**config.mk**
```make
export PLATFORM = sky130hd
export DESIGN_NAME = wb_gpio_slave_flat
export DESIGN_NICKNAME = d
export VERILOG_FILES = /design/src/rtl/wb_gpio_slave_if.sv /design/src/rtl/wb_gpio_slave.sv /design/src/flat_wrapper.sv
export SDC_FILE = /design/constraint.sdc
export NUM_CORES = 1
export LEC_CHECK = 0
export BUFFER_PORTS_ARGS = -buffer_cell sky130_fd_sc_hd__buf_2
export CORE_AREA = 2 2 219 221
export CTS_CLUSTER_DIAMETER = 200
export DETAILED_ROUTE_END_ITERATION = 12
export DIE_AREA = 0 0 221 223
export PLACE_DENSITY = 0.48
export SLEW_MARGIN = 20
export SYNTH_ARGS = -nofsm -noshare
export SYNTH_HDL_FRONTEND = slang
export SYNTH_SLANG_ARGS = --single-unit
export TNS_END_PERCENT = 100
```
**constraint.sdc**
```tcl
create_clock -name CLK_I -period 27.1 [get_ports CLK_I]
set_input_delay 2.71 -clock CLK_I [delete_from_list [all_inputs] [get_ports CLK_I]]
set_output_delay 2.71 -clock CLK_I [all_outputs]
set_load 0.005 [all_outputs]
```
**src/rtl/wb_gpio_slave_if.sv**
```systemverilog
// Wishbone classic bus bundle for the GPIO slave: request signals from the
// master, response and read data back from the slave.
`timescale 1ns/1ps
interface wb_gpio_slave_if;
    logic [31:0] ADR_I;
    logic [31:0] DAT_I;
    logic [31:0] DAT_O;
    logic [3:0]  SEL_I;
    logic        WE_I;
    logic        STB_I;
    logic        CYC_I;
    logic        ACK_O;
    logic        ERR_O;
    logic        RTY_O;

    modport master (
        output ADR_I, DAT_I, SEL_I, WE_I, STB_I, CYC_I,
        input  DAT_O, ACK_O, ERR_O, RTY_O
    );

    modport slave (
        input  ADR_I, DAT_I, SEL_I, WE_I, STB_I, CYC_I,
        output DAT_O, ACK_O, ERR_O, RTY_O
    );
endinterface

```
**src/rtl/wb_gpio_slave.sv**
```systemverilog
// Wishbone classic GPIO slave: data-in/out, direction, edge-triggered
// interrupts with per-bit polarity and write-1-to-clear status.
// Optional feature macro: WB_GPIO_TOGGLE_EN (index 6 becomes a write-only
// TOGGLE register; otherwise index 6 is unmapped and answers with ERR_O).
`timescale 1ns/1ps
module wb_gpio_slave #(
    parameter int GPIO_WIDTH  = 32,
    parameter int WAIT_STATES = 0
) (
    input  logic                  CLK_I,
    input  logic                  RST_I,
    wb_gpio_slave_if.slave        wb,
    input  logic [GPIO_WIDTH-1:0] gpio_i,
    output logic [GPIO_WIDTH-1:0] gpio_o,
    output logic [GPIO_WIDTH-1:0] gpio_oe,
    output logic                  irq_o
);

    typedef enum logic [1:0] {ST_IDLE, ST_WAIT, ST_RESP, ST_DONE} state_t;

    localparam logic [2:0] WAIT_INIT = 3'(WAIT_STATES);

    state_t state_reg, state_next;
    logic [2:0] cnt_reg, cnt_next;
    logic       latch_en;

    // latched request
    logic [2:0]  idx_reg;
    logic        we_reg;
    logic [3:0]  sel_reg;
    logic [31:0] dat_reg;

    // request as seen on the commit edge: straight from the bus when the
    // response follows the sampling edge directly, else the latched copy
    logic [2:0]  req_idx;
    logic        req_we;
    logic [3:0]  req_sel;
    logic [31:0] req_dat;
    logic        req_err;
    logic        commit;
    logic        wr;

    logic [GPIO_WIDTH-1:0] data_out_reg, data_out_next;
    logic [GPIO_WIDTH-1:0] dir_reg, dir_next;
    logic [GPIO_WIDTH-1:0] irq_en_reg, irq_en_next;
    logic [GPIO_WIDTH-1:0] irq_stat_reg, irq_stat_next;
    logic [GPIO_WIDTH-1:0] edge_reg, edge_next;
    logic [GPIO_WIDTH-1:0] sync1_reg, sync2_reg, hist_reg;
    logic [GPIO_WIDTH-1:0] edge_hit;
    logic [GPIO_WIDTH-1:0] lane_mask;
    logic [GPIO_WIDTH-1:0] wdata;
    logic [GPIO_WIDTH-1:0] rd_value;

    logic        irq_reg;
    logic        ack_reg;
    logic        err_reg;
    logic [31:0] dat_o_reg;

    // State register and wait-state counter
    always_ff @(posedge CLK_I or posedge RST_I) begin
        if (RST_I) begin
            state_reg <= ST_IDLE;
            cnt_reg   <= 3'd0;
        end else begin
            state_reg <= state_next;
            cnt_reg   <= cnt_next;
        end
    end

    // Next-state logic: accept, optional wait with abort, one response cycle,
    // then a DONE cycle so a still-high STB is not taken as a new access
    always_comb begin
        state_next = state_reg;
        cnt_next   = cnt_reg;
        latch_en   = 1'b0;
        case (state_reg)
            ST_IDLE: begin
                if (wb.CYC_I && wb.STB_I) begin
                    latch_en = 1'b1;
                    if (WAIT_STATES == 0) begin
                        state_next = ST_RESP;
                    end else begin
                        state_next = ST_WAIT;
                        cnt_next   = WAIT_INIT;
                    end
                end
            end
            ST_WAIT: begin
                if (!(wb.CYC_I && wb.STB_I)) begin
                    state_next = ST_IDLE;
                end else if (cnt_reg == 3'd1) begin
                    state_next = ST_RESP;
                end else begin
                    cnt_next = cnt_reg - 3'd1;
                end
            end
            ST_RESP: state_next = ST_DONE;
            default: state_next = ST_IDLE;
        endcase
    end

    // Capture the request when it is accepted
    always_ff @(posedge CLK_I or posedge RST_I) begin
        if (RST_I) begin
            idx_reg <= 3'd0;
            we_reg  <= 1'b0;
            sel_reg <= 4'd0;
            dat_reg <= 32'd0;
        end else if (latch_en) begin
            idx_reg <= wb.ADR_I[4:2];
            we_reg  <= wb.WE_I;
            sel_reg <= wb.SEL_I;
            dat_reg <= wb.DAT_I;
        end
    end

    assign req_idx = (state_reg == ST_IDLE) ? wb.ADR_I[4:2] : idx_reg;
    assign req_we  = (state_reg == ST_IDLE) ? wb.WE_I       : we_reg;
    assign req_sel = (state_reg == ST_IDLE) ? wb.SEL_I      : sel_reg;
    assign req_dat = (state_reg == ST_IDLE) ? wb.DAT_I      : dat_reg;

    // RESP is only ever entered from IDLE or WAIT, so this is the ACK edge
    assign commit = (state_next == ST_RESP);

`ifdef WB_GPIO_TOGGLE_EN
    assign req_err = (req_idx == 3'd7) || (req_we && req_idx == 3'd0);
`else
    assign req_err = (req_idx == 3'd7) || (req_idx == 3'd6) ||
                     (req_we && req_idx == 3'd0);
`endif

    assign wr    = commit && req_we && !req_err;
    assign wdata = req_dat[GPIO_WIDTH-1:0];

    generate
        for (genvar gi = 0; gi < GPIO_WIDTH; gi++) begin : g_lane
            assign lane_mask[gi] = req_sel[gi/8];
        end
    endgenerate

    // Edge detect on the synchronized input against its one-cycle history
    assign edge_hit = (edge_reg & sync2_reg & ~hist_reg) |
                      (~edge_reg & ~sync2_reg & hist_reg);

    // Register file next values; edge set overrides a simultaneous W1C
    always_comb begin
        data_out_next = data_out_reg;
        dir_next      = dir_reg;
        irq_en_next   = irq_en_reg;
        edge_next     = edge_reg;
        irq_stat_next = irq_stat_reg;
        if (wr) begin
            case (req_idx)
                3'd1: data_out_next = (data_out_reg & ~lane_mask) | (wdata & lane_mask);
                3'd2: dir_next      = (dir_reg & ~lane_mask)      | (wdata & lane_mask);
                3'd3: irq_en_next   = (irq_en_reg & ~lane_mask)   | (wdata & lane_mask);
                3'd4: irq_stat_next = irq_stat_reg & ~(wdata & lane_mask);
                3'd5: edge_next     = (edge_reg & ~lane_mask)     | (wdata & lane_mask);
`ifdef WB_GPIO_TOGGLE_EN
                3'd6: data_out_next = data_out_reg ^ (wdata & lane_mask);
`endif
                default: ;
            endcase
        end
        irq_stat_next = irq_stat_next | edge_hit;
    end

    // Register file storage
    always_ff @(posedge CLK_I or posedge RST_I) begin
        if (RST_I) begin
            data_out_reg <= '0;
            dir_reg      <= '0;
            irq_en_reg   <= '0;
            irq_stat_reg <= '0;
            edge_reg     <= '0;
        end else begin
            data_out_reg <= data_out_next;
            dir_reg      <= dir_next;
            irq_en_reg   <= irq_en_next;
            irq_stat_reg <= irq_stat_next;
            edge_reg     <= edge_next;
        end
    end

    // Two-flop synchronizer plus history flop for edge detection
    always_ff @(posedge CLK_I or posedge RST_I) begin
        if (RST_I) begin
            sync1_reg <= '0;
            sync2_reg <= '0;
            hist_reg  <= '0;
        end else begin
            sync1_reg <= gpio_i;
            sync2_reg <= sync1_reg;
            hist_reg  <= sync2_reg;
        end
    end

    // Registered level interrupt from enabled pending status
    always_ff @(posedge CLK_I or posedge RST_I) begin
        if (RST_I) begin
            irq_reg <= 1'b0;
        end else begin
            irq_reg <= |(irq_stat_reg & irq_en_reg);
        end
    end

    // Read mux; TOGGLE and unmapped indices read as zero
    always_comb begin
        rd_value = '0;
        case (req_idx)
            3'd0: rd_value = sync2_reg;
            3'd1: rd_value = data_out_reg;
            3'd2: rd_value = dir_reg;
            3'd3: rd_value = irq_en_reg;
            3'd4: rd_value = irq_stat_reg;
            3'd5: rd_value = edge_reg;
            default: rd_value = '0;
        endcase
    end

    // Bus response: ACK/ERR and read data live for exactly the RESP cycle
    always_ff @(posedge CLK_I or posedge RST_I) begin
        if (RST_I) begin
            ack_reg   <= 1'b0;
            err_reg   <= 1'b0;
            dat_o_reg <= 32'd0;
        end else if (commit) begin
            ack_reg   <= !req_err;
            err_reg   <= req_err;
            dat_o_reg <= (!req_we && !req_err) ? 32'(rd_value) : 32'd0;
        end else begin
            ack_reg   <= 1'b0;
            err_reg   <= 1'b0;
            dat_o_reg <= 32'd0;
        end
    end

    assign wb.ACK_O = ack_reg;
    assign wb.ERR_O = err_reg;
    assign wb.RTY_O = 1'b0;
    assign wb.DAT_O = dat_o_reg;
    assign gpio_o   = data_out_reg;
    assign gpio_oe  = dir_reg;
    assign irq_o    = irq_reg;

    // Address bits outside [4:2] and lanes above GPIO_WIDTH are don't-care
    logic unused_bits;
    assign unused_bits = &{1'b0, wb.ADR_I[31:5], wb.ADR_I[1:0], req_dat, req_sel};

endmodule

```
**src/flat_wrapper.sv**
```systemverilog
// flat-port wrapper written by rule: the top's interface ports become plain ports
module wb_gpio_slave_flat 
#(
    parameter int GPIO_WIDTH  = 32,
    parameter int WAIT_STATES = 0
)
  (CLK_I, RST_I, gpio_i, gpio_o, gpio_oe, irq_o, wb_ADR_I, wb_DAT_I, wb_SEL_I, wb_WE_I, wb_STB_I, wb_CYC_I, wb_DAT_O, wb_ACK_O, wb_ERR_O, wb_RTY_O);
  wb_gpio_slave_if wb_i ();
  input  logic CLK_I;
  input  logic RST_I;
  input  logic [GPIO_WIDTH-1:0] gpio_i;
  output logic [GPIO_WIDTH-1:0] gpio_o;
  output logic [GPIO_WIDTH-1:0] gpio_oe;
  output logic irq_o;
  input wire logic [$bits(wb_i.ADR_I)-1:0] wb_ADR_I;
  input wire logic [$bits(wb_i.DAT_I)-1:0] wb_DAT_I;
  input wire logic [$bits(wb_i.SEL_I)-1:0] wb_SEL_I;
  input wire logic [$bits(wb_i.WE_I)-1:0] wb_WE_I;
  input wire logic [$bits(wb_i.STB_I)-1:0] wb_STB_I;
  input wire logic [$bits(wb_i.CYC_I)-1:0] wb_CYC_I;
  output wire logic [$bits(wb_i.DAT_O)-1:0] wb_DAT_O;
  output wire logic [$bits(wb_i.ACK_O)-1:0] wb_ACK_O;
  output wire logic [$bits(wb_i.ERR_O)-1:0] wb_ERR_O;
  output wire logic [$bits(wb_i.RTY_O)-1:0] wb_RTY_O;
  assign wb_i.ADR_I = wb_ADR_I;
  assign wb_i.DAT_I = wb_DAT_I;
  assign wb_i.SEL_I = wb_SEL_I;
  assign wb_i.WE_I = wb_WE_I;
  assign wb_i.STB_I = wb_STB_I;
  assign wb_i.CYC_I = wb_CYC_I;
  assign wb_DAT_O = wb_i.DAT_O;
  assign wb_ACK_O = wb_i.ACK_O;
  assign wb_ERR_O = wb_i.ERR_O;
  assign wb_RTY_O = wb_i.RTY_O;
  wb_gpio_slave #(.GPIO_WIDTH(GPIO_WIDTH), .WAIT_STATES(WAIT_STATES)) u_core (.CLK_I(CLK_I), .RST_I(RST_I), .wb(wb_i), .gpio_i(gpio_i), .gpio_o(gpio_o), .gpio_oe(gpio_oe), .irq_o(irq_o));
endmodule
```
## After elaboration in Yosys (flattened, before gate mapping)

Index checks and enable logic that the tools add are counted.

- Shift-type cells: 0
- Mux-type cells: 17
- $add $sub $neg: 1
- $mul: 0
- Reduce and logical (&&, ||, !) cells: 17
- Equality and inequality tests: 11
- Bitwise logic cells: 23
- Order comparisons: 0
- Div/mod/pow operators: 0

Operators with widths:

| operator | count |
|---|---|
| bitwise AND 32 bit | 11 |
| OR 32 bit | 6 |
| one-hot mux 32 bit (6 select lines) | 1 |
| two-way mux 32 bit | 5 |
| NOT 32 bit | 5 |
| OR reduction 32 bit | 1 |
| == test 3 bit, second input constant | 4 |
| AND reduction 2 bit | 4 |
| == test 3 x 1 -> 1 bit, second input constant | 2 |
| == test 3 x 2 -> 1 bit, second input constant | 2 |
| two-way mux 2 bit | 3 |
| one-hot mux 2 bit (3 select lines) | 1 |
| logical AND 1 bit | 5 |
| two-way mux 1 bit | 5 |
| == test 2 bit, second input constant | 2 |
| two-way mux 4 bit | 1 |
| zero test 3 bit | 1 |
| two-way mux 3 bit | 1 |
| AND reduction 3 bit | 1 |
| subtractor 3 x 1 -> 3 bit, second input constant | 1 |
| == test 2 x 1 -> 1 bit, second input constant | 1 |
| zero test 1 bit | 2 |
| zero test 2 bit | 1 |
| logical OR 1 bit | 2 |
| NOT 1 bit | 1 |

- Bits in writable memories: 0
- Logic and storage cells: 87
- Bits in registers: 336
- Memory bits (read-only): 0
- Latch bits: 0
- Memories: 0
- Output and inout bits: 100
- Input bits: 105

## Longest topological paths before layout

- Word-level depth: 9
- Depth in mapped cells: 10
- Depth with buffers taken out: 7

## Worst setup path after synthesis

OpenSTA, ideal clock, no wires.

- Path kind: input port to flip-flop
- Start: input port wb_ADR_I[3]
- End: register (tool-made name)
- Setup time: 0.132 ns
- Stages: 8
- Data arrival time: 4.167 ns
- Path buffers: 3
- Required time: 26.968 ns
- Setup slack: 22.801 ns
- Cell sequence: clkbuf_1 -> or4b_1 -> o21ai_2 -> buf_6 -> nand4_4 -> buf_2 -> nand2_1 -> o21ai_1

RTL lines:

| item | RTL line | source |
|---|---|---|
| start, declared | flat_wrapper.sv:15 | `input wire logic [$bits(wb_i.ADR_I)-1:0] wb_ADR_I;` |

## Worst setup path after layout

- Start: input port wb_ADR_I[4]
- End: register u_core.dat_o_reg[17] (netlist: u_core.wb.DAT_O[17])

- Longest elaborated chain between the ends: 8
- Elaborated cells between the ends (all ways): 17
- Classes of those cells: 7 x eq/ne; 4 x mux; 6 x reduce/logical

RTL lines:

| item | RTL line | source |
|---|---|---|
| two-way mux 3 bit * | wb_gpio_slave.sv:117 | `assign req_idx = (state_reg == ST_IDLE) ? wb.ADR_I[4:2] : idx_reg;` |
| == test 3 bit or zero test 3 bit (tied branches) | wb_gpio_slave.sv:128, wb_gpio_slave.sv:129, wb_gpio_slave.sv:210 |  |
| logical OR 1 bit or logical AND 1 bit (tied branches) | wb_gpio_slave.sv:128, wb_gpio_slave.sv:129 |  |
| logical OR 1 bit | wb_gpio_slave.sv:128 | `assign req_err = (req_idx == 3'd7) \|\| (req_idx == 3'd6) \|\|` |
| zero test 1 bit | wb_gpio_slave.sv:230 | `dat_o_reg <= (!req_we && !req_err) ? 32'(rd_value) : 32'd0;` |
| logical AND 1 bit | wb_gpio_slave.sv:230 |  |
| two-way mux 32 bit * | wb_gpio_slave.sv:230 |  |
| two-way mux 32 bit * | wb_gpio_slave.sv:227 | `end else if (commit) begin` |
| end signal, assigned | wb_gpio_slave.sv:230 |  |
| end, declared | wb_gpio_slave.sv:57 | `logic [31:0] dat_o_reg;` |

Every way passes the cells marked *; elsewhere a longest branch is shown, timed or not.
A chain may end at the register's enable or synchronous reset.

==> parameters.txt <==
Parameter                              Value

Run status
  Outcome    completed

Clock network
  Total clock buffers created by CTS    39
  Post-CTS clock slew at the launch and capture registers of the worst setup and hold paths    ~0.06 ns
  Clock latency on the worst-skew pair    between 0.5 and 0.6 ns
  Count of clock tree sinks    336
  Count of cells resized by post-cts repair    0
  Longest Clk Path Bufs    3
  Number of H-tree levels    2
  CTS tree    done
  Root Buffer    clkbuf_16
  Number of hold-repair buffers added at the cts stage    0
  Count of buffers added by post-CTS timing repair for setup    0

Setup path
  Category of the most critical setup path    input pin to register
  Cell count of the worst reg-to-reg path    6
  Worst reg2reg startpoint    u_core.state_reg[0]$_DFF_PP0_
  Endpoint type of the worst setup path    register
  Startpoint type of the worst setup path    input pin
  CP startpoint    wb_ADR_I[4]
  R2R Setup Slk    around 23 ns
  Data arrival time of the critical path    roughly 5.3 ns
  Max FO, Critical Path    15
  Required time of the worst setup path    roughly 28 ns
  Timing endpoint of the critical path    u_core.wb.DAT_O[17]$_DFF_PP0_
  R2R Path End    u_core.wb.DAT_O[0]$_DFF_PP0_

Die
  Die Y-Extent    ~220 microns
  Die Outline Area    slightly below 50,000 sq um
  I/O pin count    around 210
  Total core area    47,100 sq um
  Number of cell rows    80
  Width of the die    between 200 and 250 microns
  Starting density of the core    29.6%

Final layout
  Number of filler cells placed in the layout    approximately 4,700
  Register Area    ~8400 sq um
  Post-Route Utilization    between 30% and 40%
  Commonest non-fill, non-tap cell in the layout    dfrtp_1
  Final instance area    around 17,000 sq um
  Number of antenna repair diodes    0
  Synth-to-layout area growth    18.4%
  Area of the multi-input gates    5110 sq um
  Layout Cells excl Fill    about 2,000
  Fraction of layout cells with a size suffix above 1    about a quarter
  Highest-count cells in the layout ignoring fill and taps    dfrtp_1 (336), buf_2 (174), nand2_1 (157), nor2_1 (90), o21ai_0 (77)
  Number of nets in the final layout    approximately 1,400

Timing
  Slew at the pin closest to its max-slew limit    1.14 ns
  Highest clock rate    206 MHz
  Largest clock skew in the final design    around 0.015 ns
  Max-slew violations    0
  Relative slew margins    between 20% and 30%
  Min Clock Period, post-route    between 4 and 5 ns
  Number of endpoints with negative hold slack in the final report    0
  RSZ-0062 raised after global routing    no
  Final number of setup-violating endpoints    0
  Final period utilization    between 10% and 20%
  Final sum of negative setup slack    0 ns

Synth
  Post-synth EDFFs    0
  Number of standard cells after synthesis    about 1,200
  Mapped Area    roughly 14,000 sq um
  Post-synthesis net count    1,285
  Sequential cell area fraction in the yosys report    between 60% and 70%
  Number of warnings reported in the yosys synthesis log    0
  Most frequently used flop master after synthesis    dfrtp_1
  Synthesized area per cell    between 10 and 15 sq um
  FFs w/ async S/R, synth    100%
  Number of synthesized register bits    about 340
  Netlist cell types    58

Drt
  Total wirelength of the detailed-routed design    44,000 microns
  Vias post-DR    around 9,800
  Count of TritonRoute iterations in the first routing pass    7
  Via count normalized by instance count    between 4 and 5
  Drc violations    0
  Wirelength per Cell    ~22 microns
  Final ANT Viol Nets    0
  Violation count after the first detailed-route iteration    986

GRT
  Final global-route overflow total    0
  Via count of the first global-routing pass    just under 10,000
  GR Util All Layers    between 15 and 20%
  Initial antenna violation count    2
  First-pass GRT wire length    ~66,000 microns
  Pin count of the biggest net entering global routing    about 120

Power and ir drop
  Sw power    732 uW
  Share of power burned in the clock network    roughly 27%
  Static Leak    ~7.3 nW
  Final Total Pwr    1.92 mW
  Cell area power density    116 nW/um^2
  Logic gate share of total power    33.0%
  Sequential cell fraction of total power    approximately two fifths
  Switching power as a share of total power    38.1%
  Maximum resistive drop on vdd    59.3 uV
  Pint    about 1.2 mW

Job
  Number of maximum-capacitance constraint violations    0

Placed design
  Hpwl dp    between 20,000 and 30,000 microns
  Number of buffer cells added on primary ports    roughly 170
  Placed cell area    15,300 sq um
  Final GP Congestion    0.807
  Number of instances in the placed design    1,914

Hold path
  Class of the tightest hold or removal check    register to register
## area by class of cell
class / instances / share of cell area, %
Clock buffer: 54 / 6.62
Clock inverter: 14 / 0.917
Inverter: 4 / 0.136
Multi-Input combinational cell: 773 / 30.9
Sequential cell: 336 / 50.9
Tap cell: 615 / 4.66
Timing Repair Buffer: 186 / 5.82
## power by group through the flow
stage	logic [mW]	clock network (mW)	registers [mW]
2_1_floorplan	0.445	0	0.723
3_3_place_gp	0.632	0	0.774
3_5_place_dp	0.641	0	0.780
4_1_cts	0.642	0.533	0.771
5_1_grt	0.698	0.555	0.789
6_report	0.634	0.519	0.770
## worst max-delay path, stage by stage
cell     delay [ns]
buf_2          0.17
or4b_1         0.49
o21ai_2        0.45
nand4_1        0.90
o22ai_1        0.54
## per-stage QoR
stage	hold WS, ns	worst slack [ns]
2_1_floorplan	0.331	15.08
3_3_place_gp	0.335	21.75
3_5_place_dp	0.335	21.73
4_1_cts	0.348	22.29
5_1_grt	0.355	22.22
6_report	0.345	22.24
## kinds of logic after synthesis
group	count (synthesis)	share of synthesized area, %
adders and majority gates	2	0.179
and+or+nand+nor	303	10.3
DFF	336	60.3
buffers and inverters	69	3.35
muxes	116	8.93
other	1	0.0269
xor gates and xnor gates	2	0.126
AOI/OAI and AO/OA	349	16.8
## cells in the mapped netlist (8+ instances only)
master | n | area share (%)
dfrtp_1 | 336 | 60
nand2_1 | 157 | 4.2
nor2_1 | 91 | 2.4
o21ai_0 | 78 | 2.8
a21oi_1 | 72 | 2.6
mux2i_1 | 68 | 4.9
mux2_2 | 44 | 3.6
o21ai_1 | 38 | 1.4
a22oi_1 | 36 | 1.9
o211ai_1 | 35 | 1.9
a22o_1 | 16 | 1.0
buf_2 | 16 | 0.57
buf_4 | 16 | 0.86
buf_6 | 14 | 1.1
clkbuf_1 | 14 | 0.38
o22a_1 | 11 | 0.69
a21oi_2 | 10 | 0.63
a22oi_2 | 10 | 0.90
nand4_2 | 9 | 0.81
nand2b_1 | 8 | 0.36
nand4_1 | 8 | 0.36
## how the worst min path moves through the flow
stage                                        from                             to  slack (ns)  depth (start not counted)
floorplan           u_core.sync1_reg[0]$_DFF_PP0_  u_core.sync2_reg[0]$_DFF_PP0_        0.33                          0
global placement    u_core.sync1_reg[7]$_DFF_PP0_  u_core.sync2_reg[7]$_DFF_PP0_        0.34                          0
detailed placement  u_core.sync1_reg[6]$_DFF_PP0_  u_core.sync2_reg[6]$_DFF_PP0_        0.33                          0
CTS                 u_core.sync1_reg[6]$_DFF_PP0_  u_core.sync2_reg[6]$_DFF_PP0_        0.35                          0
global route        u_core.sync1_reg[6]$_DFF_PP0_  u_core.sync2_reg[6]$_DFF_PP0_        0.36                          0
finish              u_core.sync1_reg[4]$_DFF_PP0_  u_core.sync2_reg[4]$_DFF_PP0_        0.35                          0
## routing by layer
metal  global-route usage (%)  routed length [microns]  up-vias
li1                         -                        -     4574
met3                     3.83                     2300       52
met5                        0                        0        -
met1                     25.5                    20700     4932
met2                     28.3                    20300      260
met4                     3.59                      684        0
No activity file was read; power rests on OpenSTA's default activity.
